[src/rtl/car_alarm_ctrl.sv]
// rtl/car_alarm_ctrl.sv - car alarm controller: per-door debounce, exit delay, siren timing
// and lights-left-on warning.
module car_alarm_ctrl #(
    parameter int N_DOORS      = 4,
    parameter int DEB_CYCLES   = 4,
    parameter int GRACE_CYCLES = 16,
    parameter int SIREN_CYCLES = 32
) (
    input  logic               sClk,
    input  logic               sRst_n,
    input  logic               sLuz,
    input  logic [N_DOORS-1:0] sPrta,
    input  logic               sIgn,
    input  logic               sArm,
    input  logic               sDisarm,
    output logic               sAlarm,
    output logic               sLightWarn,
    output logic [N_DOORS-1:0] sDoorOpen,
    output logic [1:0]         sState,
    output logic               sArmFail
);

    localparam int DW = $clog2(DEB_CYCLES + 1);
    localparam int GW = $clog2(GRACE_CYCLES + 1);
    localparam int SW = $clog2(SIREN_CYCLES + 1);

    localparam logic [DW-1:0] DEB_LAST = DW'(DEB_CYCLES - 1);
    localparam logic [GW-1:0] GRACE_LD = GW'(GRACE_CYCLES);
    localparam logic [SW-1:0] SIREN_LD = SW'(SIREN_CYCLES);

    typedef enum logic [1:0] {
        ST_DISARMED  = 2'b00,
        ST_ARMING    = 2'b01,
        ST_ARMED     = 2'b10,
        ST_TRIGGERED = 2'b11
    } state_t;

    state_t             r_state;
    state_t             w_state_next;
    logic [GW-1:0]      r_grace;
    logic [GW-1:0]      w_grace_next;
    logic [SW-1:0]      r_siren;
    logic [SW-1:0]      w_siren_next;
    logic               r_alarm;
    logic               w_alarm_next;
    logic               r_arm_fail;
    logic               w_arm_fail_next;
    logic               r_light_warn;
    logic               r_ign_q;
    logic [N_DOORS-1:0] r_door_open;
    logic [N_DOORS-1:0] r_door_prev;
    logic [N_DOORS-1:0] w_door_next;
    logic [DW-1:0]      r_deb_cnt  [N_DOORS];
    logic [DW-1:0]      w_deb_next [N_DOORS];
    logic               w_door_rise;
    logic               w_ign_rise;
    logic               w_any_rise;

    // A door flips on the edge its mismatch run reaches DEB_CYCLES; any match clears the run.
    always_comb begin
        w_door_next = r_door_open;
        for (int i = 0; i < N_DOORS; i++) begin
            w_deb_next[i] = '0;
            if (sPrta[i] != r_door_open[i]) begin
                if (r_deb_cnt[i] == DEB_LAST) begin
                    w_door_next[i] = ~r_door_open[i];
                end else begin
                    w_deb_next[i] = r_deb_cnt[i] + DW'(1);
                end
            end
        end
    end

    assign w_door_rise = |(r_door_open & ~r_door_prev);
    assign w_ign_rise  = sIgn & ~r_ign_q;
    assign w_any_rise  = w_door_rise | w_ign_rise;

    always_comb begin
        w_state_next    = r_state;
        w_grace_next    = r_grace;
        w_siren_next    = r_siren;
        w_arm_fail_next = 1'b0;
        if (sDisarm) begin
            w_state_next = ST_DISARMED;
            w_grace_next = '0;
            w_siren_next = '0;
        end else begin
            unique case (r_state)
                ST_DISARMED: begin
                    if (sArm && !sIgn) begin
                        w_state_next = ST_ARMING;
                        w_grace_next = GRACE_LD;
                    end
                end
                ST_ARMING: begin
                    if (sIgn) begin
                        w_state_next    = ST_DISARMED;
                        w_grace_next    = '0;
                        w_arm_fail_next = 1'b1;
                    end else if (r_grace <= GW'(1)) begin
                        w_grace_next = '0;
                        if (|r_door_open) begin
                            w_state_next    = ST_DISARMED;
                            w_arm_fail_next = 1'b1;
                        end else begin
                            w_state_next = ST_ARMED;
                        end
                    end else begin
                        w_grace_next = r_grace - GW'(1);
                    end
                end
                ST_ARMED: begin
                    if (w_any_rise) begin
                        w_state_next = ST_TRIGGERED;
                        w_siren_next = SIREN_LD;
                    end
                end
                ST_TRIGGERED: begin
                    // A fresh rise extends the siren even on its final cycle.
                    if (w_any_rise) begin
                        w_siren_next = SIREN_LD;
                    end else if (r_siren <= SW'(1)) begin
                        w_state_next = ST_ARMED;
                        w_siren_next = '0;
                    end else begin
                        w_siren_next = r_siren - SW'(1);
                    end
                end
                default: w_state_next = ST_DISARMED;
            endcase
        end
        w_alarm_next = (w_state_next == ST_TRIGGERED);
    end

    always_ff @(posedge sClk or negedge sRst_n) begin
        if (!sRst_n) begin
            r_state      <= ST_DISARMED;
            r_grace      <= '0;
            r_siren      <= '0;
            r_alarm      <= 1'b0;
            r_arm_fail   <= 1'b0;
            r_light_warn <= 1'b0;
            r_ign_q      <= 1'b0;
            r_door_open  <= '0;
            r_door_prev  <= '0;
            for (int i = 0; i < N_DOORS; i++) begin
                r_deb_cnt[i] <= '0;
            end
        end else begin
            r_state      <= w_state_next;
            r_grace      <= w_grace_next;
            r_siren      <= w_siren_next;
            r_alarm      <= w_alarm_next;
            r_arm_fail   <= w_arm_fail_next;
            r_light_warn <= sLuz & (|r_door_open) & ~sIgn;
            r_ign_q      <= sIgn;
            r_door_prev  <= r_door_open;
            r_door_open  <= w_door_next;
            for (int i = 0; i < N_DOORS; i++) begin
                r_deb_cnt[i] <= w_deb_next[i];
            end
        end
    end

    assign sState     = r_state;
    assign sAlarm     = r_alarm;
    assign sArmFail   = r_arm_fail;
    assign sLightWarn = r_light_warn;
    assign sDoorOpen  = r_door_open;

endmodule

[config.mk]
export PLATFORM = sky130hd
export DESIGN_NAME = car_alarm_ctrl
export DESIGN_NICKNAME = d
export VERILOG_FILES = /design/src/rtl/car_alarm_ctrl.sv
export SDC_FILE = /design/constraint.sdc
export NUM_CORES = 1
export LEC_CHECK = 0
export CORE_ASPECT_RATIO = 0.5
export CORE_MARGIN = 3
export CORE_UTILIZATION = 37
export DETAILED_ROUTE_END_ITERATION = 10
export DONT_BUFFER_PORTS = 1
export PLACE_DENSITY = 0.62
export SYNTH_ARGS = -nofsm -noshare
export SYNTH_HDL_FRONTEND = slang
export SYNTH_SLANG_ARGS = --single-unit
[constraint.sdc]
create_clock -name sClk -period 1.9 [get_ports sClk]
set_input_delay 0.285 -clock sClk [delete_from_list [all_inputs] [get_ports sClk]]
set_output_delay 0.285 -clock sClk [all_outputs]
set_load 0.1 [all_outputs]
==> results of run 1 <==
[final cells by class]
class / instances / area [um2] / share of cell area (%)
clock buffer: 5 / 68.8 / 3.42
clock inverter: 3 / 46.3 / 2.30
inverter: 11 / 41.3 / 2.05
multi-input combinational: 102 / 727 / 36.1
sequential: 37 / 933 / 46.3
tap: 54 / 67.6 / 3.35
timing repair buffer: 15 / 130 / 6.46
[cells by family (layout without fill, tap and decap cells)]
group,after synthesis,after routing,share of synthesized area (%)
AO/OA/AOI/OAI,29,29,12.0
flip-flops,37,37,54.0
adder cells (fa/ha/maj),8,8,5.84
buffers and inverters,13,34,3.72
multiplexers,3,3,1.97
XOR/XNOR,7,7,3.58
AND/OR/NAND/NOR,55,55,18.9
[synth_stat cells, types with 2 or more instances]
master and count:
sky130_fd_sc_hd__o21ai_0 7, sky130_fd_sc_hd__or4_4 2, sky130_fd_sc_hd__buf_6 2, sky130_fd_sc_hd__dfrtp_1 37
sky130_fd_sc_hd__inv_1 11, sky130_fd_sc_hd__nor4_1 2, sky130_fd_sc_hd__o21a_1 3, sky130_fd_sc_hd__nor3b_1 7
sky130_fd_sc_hd__xnor2_1 5, sky130_fd_sc_hd__xor2_1 2, sky130_fd_sc_hd__nand2_1 11, sky130_fd_sc_hd__a21oi_1 4
sky130_fd_sc_hd__o22ai_1 2, sky130_fd_sc_hd__nor2b_1 3, sky130_fd_sc_hd__and3b_1 2, sky130_fd_sc_hd__o32ai_1 2
sky130_fd_sc_hd__ha_1 8, sky130_fd_sc_hd__a21o_1 3, sky130_fd_sc_hd__mux2_2 3, sky130_fd_sc_hd__nor2_1 10
sky130_fd_sc_hd__nand2b_1 3, sky130_fd_sc_hd__nor3_1 6
[sequential cells by signal (all words and copies together), names as in the netlist]
signal,flops
r_deb_cnt,12
r_siren,6
r_grace,5
r_door_prev,4
sDoorOpen,4
sState,2
r_ign_q,1
sAlarm,1
sArmFail,1
sLightWarn,1
[timing repair]
item                                    in CTS  in global routing
resized for setup                            0                  1
hold endpoints to repair                    37                  1
hold buffers                                 2                  1
gates cloned                                 0                  0
buffers inserted                             1                  1
endpoints found under the setup margin       1                  4
[metrics by stage]
| stage | cell area, um2 | worst slack [ns] | cells | hold slack, ns |
|---|---|---|---|---|
| after global placement | 1840 | 0.0948 | 214 | -0.00971 |
| after global routing | 2010 | 0.00447 | 227 | 0.0285 |
| after CTS | 1990 | 0.0434 | 225 | 0.00914 |
| after detailed placement | 1840 | 0.0120 | 214 | -0.00974 |
| final | 2010 | 0.0895 | 227 | 0.0391 |
| after floorplan | 1720 | 0.110 | 152 | -0.0106 |
[power by group]
part	switching, mW	internal [mW]	total, mW
combinational	0.662	0.286	0.948
sequential	0.0774	0.959	1.04
clock	0.298	0.393	0.691
[metal layers]
layer / GRT usage, % / share of wire [%]
met1: 15.9 / 47
met2: 21.2 / 46
met3: 5.30 / 6.2
met4: 6.75 / 0.86
met5: 0 / 0
[critical path, stage by stage, from the launching register on]
cell and delay [ns]:
sky130_fd_sc_hd__dfrtp_1 0.39, sky130_fd_sc_hd__inv_1 0.06, sky130_fd_sc_hd__ha_1 0.24, sky130_fd_sc_hd__nor2_2 0.14, sky130_fd_sc_hd__o21ai_2 0.09, sky130_fd_sc_hd__or4_4 0.54
sky130_fd_sc_hd__nor3b_2 0.19, sky130_fd_sc_hd__a21o_1 0.10
[worst paths after layout]
check | slack, ns | start | endpoint
worst max-delay path | 0.09 | r_siren[0] | r_siren[2]
worst min-delay path | 0.04 | sDisarm | sState[0]
worst max register to register | 0.09 | r_siren[0] | r_siren[2]
min in group asynchronous | 0.44 | sRst_n | r_deb_cnt[8]
max in group asynchronous | 1.26 | sRst_n | sDoorOpen[2]
worst min register to register | 0.45 | r_deb_cnt[0] | r_deb_cnt[0]
==> impl_metrics.prom, run 1 <==
# TYPE chip_impl_metric gauge
chip_impl_info{name="hold_path_class",value="primary input to flop"} 1
chip_impl_metric{name="max_cap_viol_count",unit=""} 0
chip_impl_info{name="synth_top_cells_by_area",value="sky130_fd_sc_hd__dfrtp_1 54%, sky130_fd_sc_hd__ha_1 5.8%, sky130_fd_sc_hd__nor3b_1 3.1%"} 1
chip_impl_metric{name="report.final.slew_viol_count",unit=""} 0
chip_impl_metric{name="timing_hold_violations_final",unit=""} 0
chip_impl_metric{name="grt_start_max_net_pins",unit=""} 38
chip_impl_metric{name="floorplan.initialDensity",unit="%"} 41.2
chip_impl_metric{name="yosys_register_bits",unit=""} 37
chip_impl_metric{name="synth-edff-count",unit=""} 0
chip_impl_info{name="synth_top_cell_by_area",value="sky130_fd_sc_hd__dfrtp_1"} 1
chip_impl_metric{name="slew_headroom",unit="%"} 71.6
chip_impl_metric{name="cts-buffers-inserted",unit=""} 5
chip_impl_info{name="cp-end-kind",value="flop"} 1
chip_impl_metric{name="ff2ff_path_depth",unit=""} 7
chip_impl_metric{name="core_area",unit="mm2"} 0.00416
chip_impl_metric{name="final_nets",unit=""} 190
chip_impl_metric{name="utilization",unit="%"} 48.4
chip_impl_metric{name="grt_overflow",unit=""} 0
chip_impl_metric{name="dieArea",unit="mm2"} 0.00554
chip_impl_metric{name="drive_gt1_share",unit="%"} 22.0
chip_impl_metric{name="drc",unit=""} 0
chip_impl_info{name="synth-main-ff-cell",value="sky130_fd_sc_hd__dfrtp_1"} 1
chip_impl_metric{name="worstPathArrival",unit="ns"} 2.04
chip_impl_metric{name="gp_routability_congestion",unit=""} 0.790
chip_impl_metric{name="setup-violations-final",unit=""} 0
chip_impl_metric{name="min_period_over_period",unit="%"} 95.3
chip_impl_metric{name="cts.reportedPaths.clkPinSlew",unit="ns"} 0.08
chip_impl_metric{name="p_per_area",unit="mW/mm2"} 1330
chip_impl_metric{name="syn-num-nets",unit=""} 170
chip_impl_metric{name="initial_detailed_routing_violation_count",unit=""} 46
chip_impl_metric{name="clkLatencyLatePin",unit="ns"} 0.29
chip_impl_metric{name="max_slew.worst_pin.slew",unit="ns"} 0.422
chip_impl_metric{name="crit_fanout",unit=""} 6
chip_impl_info{name="most-common-layout-cells",value="31 x sky130_fd_sc_hd__dfrtp_1, 12 x sky130_fd_sc_hd__buf_4, 11 x sky130_fd_sc_hd__inv_1, 11 x sky130_fd_sc_hd__nand2_1, 9 x sky130_fd_sc_hd__nor2_1"} 1
chip_impl_metric{name="vias_per_cell",unit=""} 5.11
chip_impl_metric{name="synth.distinct_cells",unit=""} 39
chip_impl_info{name="cts_tree",value="yes"} 1
chip_impl_metric{name="detailed_place_hpwl",unit="mm"} 2.12
chip_impl_metric{name="antenna_violations_before_repair",unit=""} 0
chip_impl_info{name="run_status",value="complete, no violations"} 1
chip_impl_metric{name="grt_first_pass_wirelength",unit="mm"} 5.45
chip_impl_metric{name="synth.yosys.warnings",unit=""} 0
chip_impl_metric{name="syn_inst",unit=""} 152
chip_impl_info{name="critical_path.startpoint_type",value="flop"} 1
chip_impl_metric{name="detail_route.wl_per_cell",unit="um"} 13.8
chip_impl_metric{name="yosysSeqAreaShare",unit="%"} 54.0
chip_impl_metric{name="vias_in_the_first_global_route",unit=""} 1222
chip_impl_metric{name="vias",unit=""} 1160
chip_impl_metric{name="max_freq",unit="MHz"} 552
chip_impl_metric{name="synth_top_cell_area_share",unit="%"} 54.0
chip_impl_metric{name="setup_skew",unit="ns"} 0.00600
chip_impl_metric{name="cts_sinks",unit=""} 37
chip_impl_metric{name="netlist_area",unit="mm2"} 0.00171
chip_impl_metric{name="drtAntennaViolNets",unit=""} 0
chip_impl_metric{name="filler_cell_count",unit=""} 382
chip_impl_info{name="rsz_0062_raised_after_global_routing",value="false"} 1
chip_impl_info{name="timing.setup.critical_path_class",value="flop to flop"} 1
chip_impl_metric{name="syn-mean-instance-area",unit="um2"} 11.3
chip_impl_metric{name="finalSetupTns",unit="ns"} 0
chip_impl_metric{name="leakagePower",unit="nW"} 0.948
chip_impl_metric{name="insertedDiodeCount",unit=""} 0
chip_impl_metric{name="die_y",unit="um"} 54.1
chip_impl_metric{name="final_period_minus_worst_setup_slack",unit="ns"} 1.81
chip_impl_metric{name="port_buffers",unit=""} 0
chip_impl_metric{name="dieWidth",unit="um"} 102
chip_impl_metric{name="grt.total_usage",unit="%"} 13.3
chip_impl_metric{name="drt-pass1-iter-count",unit=""} 4
chip_impl_metric{name="fp-row-count",unit=""} 16
chip_impl_metric{name="io-pin-count",unit=""} 19
chip_impl_metric{name="vdd_ir_drop_max",unit="uV"} 595
chip_impl_info{name="clk_root_buffer_cell",value="sky130_fd_sc_hd__clkbuf_8"} 1
chip_impl_metric{name="totalWireLength",unit="mm"} 3.13
chip_impl_metric{name="cts-root-to-sink-buffers",unit=""} 2
chip_impl_metric{name="crit_required",unit="ns"} 2.13
chip_impl_metric{name="ys_async_sr_fraction",unit="%"} 100
chip_impl_metric{name="hold-path-cell-count",unit=""} 1
chip_impl_metric{name="area_delta_synth_final",unit="%"} 17.5
chip_impl_info{name="layout.cells.most_common",value="sky130_fd_sc_hd__dfrtp_1"} 1
chip_impl_metric{name="cts_max_level",unit=""} 2
chip_impl_metric{name="fin_total_pwr",unit="mW"} 2.68
No activity file was read; power rests on OpenSTA's default activity.
==> run 2: changes to the inputs <==
Settings changed: CTS_BUF_LIST set to sky130_fd_sc_hd__clkbuf_16, DONT_BUFFER_PORTS 1 to not set, PLACE_DENSITY 0.62 to 0.67.
==> run 2 against run 1 <==
Compared with the run above:
- count of clock-buffer cells in the layout unchanged
- setup slack improved by 0.036 ns
- critical path depth unchanged
- sequential power increased by 5%
- largest cell class unchanged
- clock power increased by 53%
- fmax increased by 2.0%
- combinational power increased by 0.5%
- sequential share of layout area decreased by 4.1 points
- die area unchanged
- utilization increased by 4.7 points
- non-clock buffer count increased by 14
==> impl_metrics.prom, run 2 (synthesized netlist as in run 1, its figures left out) <==
# TYPE chip_impl_metric gauge
chip_impl_metric{name="drive_gt1_share",unit="%"} 24.1
chip_impl_info{name="timing.setup.critical_path_class",value="flop to flop"} 1
chip_impl_metric{name="critical_path.max_stage_delay",unit="ns"} 0.53
chip_impl_metric{name="final_nets",unit=""} 204
chip_impl_metric{name="p_per_area",unit="mW/mm2"} 1400
chip_impl_info{name="most-common-layout-cells",value="31 x sky130_fd_sc_hd__dfrtp_1, 19 x sky130_fd_sc_hd__buf_4, 11 x sky130_fd_sc_hd__inv_1, 11 x sky130_fd_sc_hd__nand2_1"} 1
chip_impl_metric{name="cts-buffers-inserted",unit=""} 5
chip_impl_metric{name="dp_worst_setup_slack",unit="ns"} 0.0442
chip_impl_metric{name="port_buffers",unit=""} 18
chip_impl_metric{name="holdBufCountCts",unit=""} 0
chip_impl_info{name="critical-path-top-delay-family",value="simple AND/OR/NAND/NOR gates"} 1
chip_impl_info{name="hold_path_class",value="primary input to async pin"} 1
chip_impl_metric{name="antenna_violations_before_repair",unit=""} 0
chip_impl_metric{name="ff2ff_path_depth",unit=""} 7
chip_impl_metric{name="cts_sinks",unit=""} 37
chip_impl_metric{name="multi_input_comb_area",unit="um2"} 727
chip_impl_info{name="r2r_end",value="r_siren[2]"} 1
chip_impl_metric{name="report.final.slew_viol_count",unit=""} 0
chip_impl_metric{name="gp_routability_congestion",unit=""} 0.839
chip_impl_metric{name="fp-row-count",unit=""} 16
chip_impl_metric{name="utilization",unit="%"} 53.1
chip_impl_metric{name="die_y",unit="um"} 54.1
chip_impl_metric{name="placed_cell_area",unit="mm2"} 0.00202
chip_impl_info{name="worst_path_max_delay_cell",value="sky130_fd_sc_hd__or4_4"} 1
chip_impl_metric{name="r2r_setup_slack",unit="ns"} 0.13
chip_impl_metric{name="insertedDiodeCount",unit=""} 0
chip_impl_metric{name="post_cts_resize_count",unit=""} 0
chip_impl_info{name="biggestRegsByFlops",value="r_deb_cnt x12, r_siren x6, r_grace x5"} 1
chip_impl_metric{name="timing_hold_violations_final",unit=""} 0
chip_impl_metric{name="max_cap_viol_count",unit=""} 0
chip_impl_info{name="critical_path.reg2reg.startpoint",value="r_siren[1]"} 1
chip_impl_metric{name="dieWidth",unit="um"} 102
chip_impl_metric{name="final_period_minus_worst_setup_slack",unit="ns"} 1.77
chip_impl_metric{name="clkLatencyLatePin",unit="ns"} 0.28
chip_impl_metric{name="max_freq",unit="MHz"} 564
chip_impl_metric{name="cts.reportedPaths.clkPinSlew",unit="ns"} 0.06
chip_impl_metric{name="leakagePower",unit="nW"} 1.04
chip_impl_metric{name="finalSetupTns",unit="ns"} 0
chip_impl_metric{name="critical_path_depth",unit=""} 7
chip_impl_metric{name="dieArea",unit="mm2"} 0.00554
chip_impl_metric{name="drtAntennaViolNets",unit=""} 0
chip_impl_metric{name="cts-root-to-sink-buffers",unit=""} 2
chip_impl_info{name="crit_end",value="r_siren[2]"} 1
chip_impl_metric{name="sequential_cell_area",unit="um2"} 933
chip_impl_metric{name="critPathBufInv",unit=""} 1
chip_impl_metric{name="crit_fanout",unit=""} 6
chip_impl_metric{name="final_cell_area",unit="mm2"} 0.00221
chip_impl_metric{name="cts_max_level",unit=""} 2
chip_impl_metric{name="vias_per_cell",unit=""} 5.04
chip_impl_metric{name="grt_first_pass_wirelength",unit="mm"} 5.41
chip_impl_info{name="top_register",value="r_deb_cnt"} 1
chip_impl_metric{name="layout_setup_ws",unit="ns"} 0.126
chip_impl_metric{name="core_area",unit="mm2"} 0.00416
chip_impl_metric{name="totalWireLength",unit="mm"} 3.20
chip_impl_metric{name="area_delta_synth_final",unit="%"} 29.1
chip_impl_metric{name="setup_skew",unit="ns"} 0.00193
chip_impl_metric{name="drt-pass1-iter-count",unit=""} 4
chip_impl_metric{name="initial_detailed_routing_violation_count",unit=""} 25
chip_impl_metric{name="floorplan.initialDensity",unit="%"} 41.2
chip_impl_metric{name="crit_required",unit="ns"} 2.12
chip_impl_metric{name="slew_headroom",unit="%"} 68.9
chip_impl_metric{name="vias_in_the_first_global_route",unit=""} 1186
chip_impl_metric{name="largest_reg_flops",unit=""} 12
chip_impl_metric{name="vdd_ir_drop_max",unit="uV"} 884
chip_impl_info{name="run_status",value="complete, no violations"} 1
chip_impl_info{name="cts_tree",value="yes"} 1
chip_impl_metric{name="min_period_over_period",unit="%"} 93.4
chip_impl_info{name="cp-startpoint",value="r_siren[1]"} 1
chip_impl_info{name="cp-end-kind",value="flop"} 1
chip_impl_metric{name="max_slew.worst_pin.slew",unit="ns"} 0.467
chip_impl_metric{name="detail_route.wl_per_cell",unit="um"} 13.3
chip_impl_metric{name="detailed_place_hpwl",unit="mm"} 2.32
chip_impl_metric{name="setup-violations-final",unit=""} 0
chip_impl_metric{name="vias",unit=""} 1215
chip_impl_info{name="rsz_0062_raised_after_global_routing",value="false"} 1
chip_impl_info{name="layout.cells.most_common",value="sky130_fd_sc_hd__dfrtp_1"} 1
chip_impl_metric{name="grt.total_usage",unit="%"} 13.3
chip_impl_metric{name="grt_overflow",unit=""} 0
chip_impl_metric{name="grt_start_max_net_pins",unit=""} 38
chip_impl_info{name="crit_path_cell_chain",value="inv_1 > ha_1 > nor2_2 > o21ai_2 > or4_4 > nor3b_2 > a21o_1"} 1
chip_impl_info{name="critical_path.startpoint_type",value="flop"} 1
chip_impl_metric{name="filler_cell_count",unit=""} 369
chip_impl_info{name="clk_root_buffer_cell",value="sky130_fd_sc_hd__clkbuf_16"} 1
chip_impl_metric{name="post-cts-setup-buffer-count",unit=""} 0
chip_impl_metric{name="io-pin-count",unit=""} 19
chip_impl_metric{name="worstPathArrival",unit="ns"} 2.00
chip_impl_metric{name="drc",unit=""} 0
[run 2: cell count changes in the layout (fill, tap and decap cells not counted)]
cell	previous run	this run
sky130_fd_sc_hd__clkdlybuf4s50_1	0	9
sky130_fd_sc_hd__bufinv_16	1	2
sky130_fd_sc_hd__clkbuf_16	0	5
sky130_fd_sc_hd__clkinv_4	1	0
sky130_fd_sc_hd__clkinv_2	0	1
sky130_fd_sc_hd__buf_4	12	19
sky130_fd_sc_hd__clkbuf_8	5	0
sky130_fd_sc_hd__dlygate4sd3_1	2	0
sky130_fd_sc_hd__clkinvlp_4	1	0
[run 2: metrics by stage]
step,total power [mW],std cells,hold WS (ns)
6_report,3.10,241,0.426
5_1_grt,3.25,241,0.460
4_1_cts,3.14,241,0.441
3_5_place_dp,2.06,233,0.438
3_3_place_gp,2.03,233,0.426
2_1_floorplan,1.79,152,-0.0106
[run 2: layer usage]
metal	track usage (%)	wire, um	part of all wire, %	vias to the layer above
li1	-	-	-	601
met1	17.0	1540	48	589
met2	20.0	1460	46	20
met3	4.40	140	4.4	5
met4	7.84	58	1.8	0
met5	0	0	0	-
[run 2: power breakdown]
part / total, mW / internal [mW] / leakage [nW] / switching (mW)
Combinational: 0.953 / 0.322 / 0.472 / 0.631
Clock: 1.06 / 0.749 / 0.0938 / 0.310
Sequential: 1.09 / 0.962 / 0.479 / 0.125
[run 2: worst min path at each step]
stage / startpoint / endpoint / slack, ns / depth (start not counted)
global route: r_deb_cnt[9] / r_deb_cnt[9] / 0.46 / 1
global placement: r_deb_cnt[0] / r_deb_cnt[0] / 0.43 / 1
floorplan: sRst_n / r_deb_cnt[0] / -0.01 / 0
CTS: sRst_n / r_grace[1] / 0.44 / 2
detailed placement: r_deb_cnt[6] / r_deb_cnt[6] / 0.44 / 1
finish: sRst_n / r_deb_cnt[7] / 0.43 / 2
[run 2: area by class of cell]
class,count,area share (%)
well taps,54,3.05
repair buffers,29,11.4
inverters,11,1.87
clock inverters,3,2.94
clock buffers,5,5.66
flip-flops and latches,37,42.2
multi-input cells,102,32.9
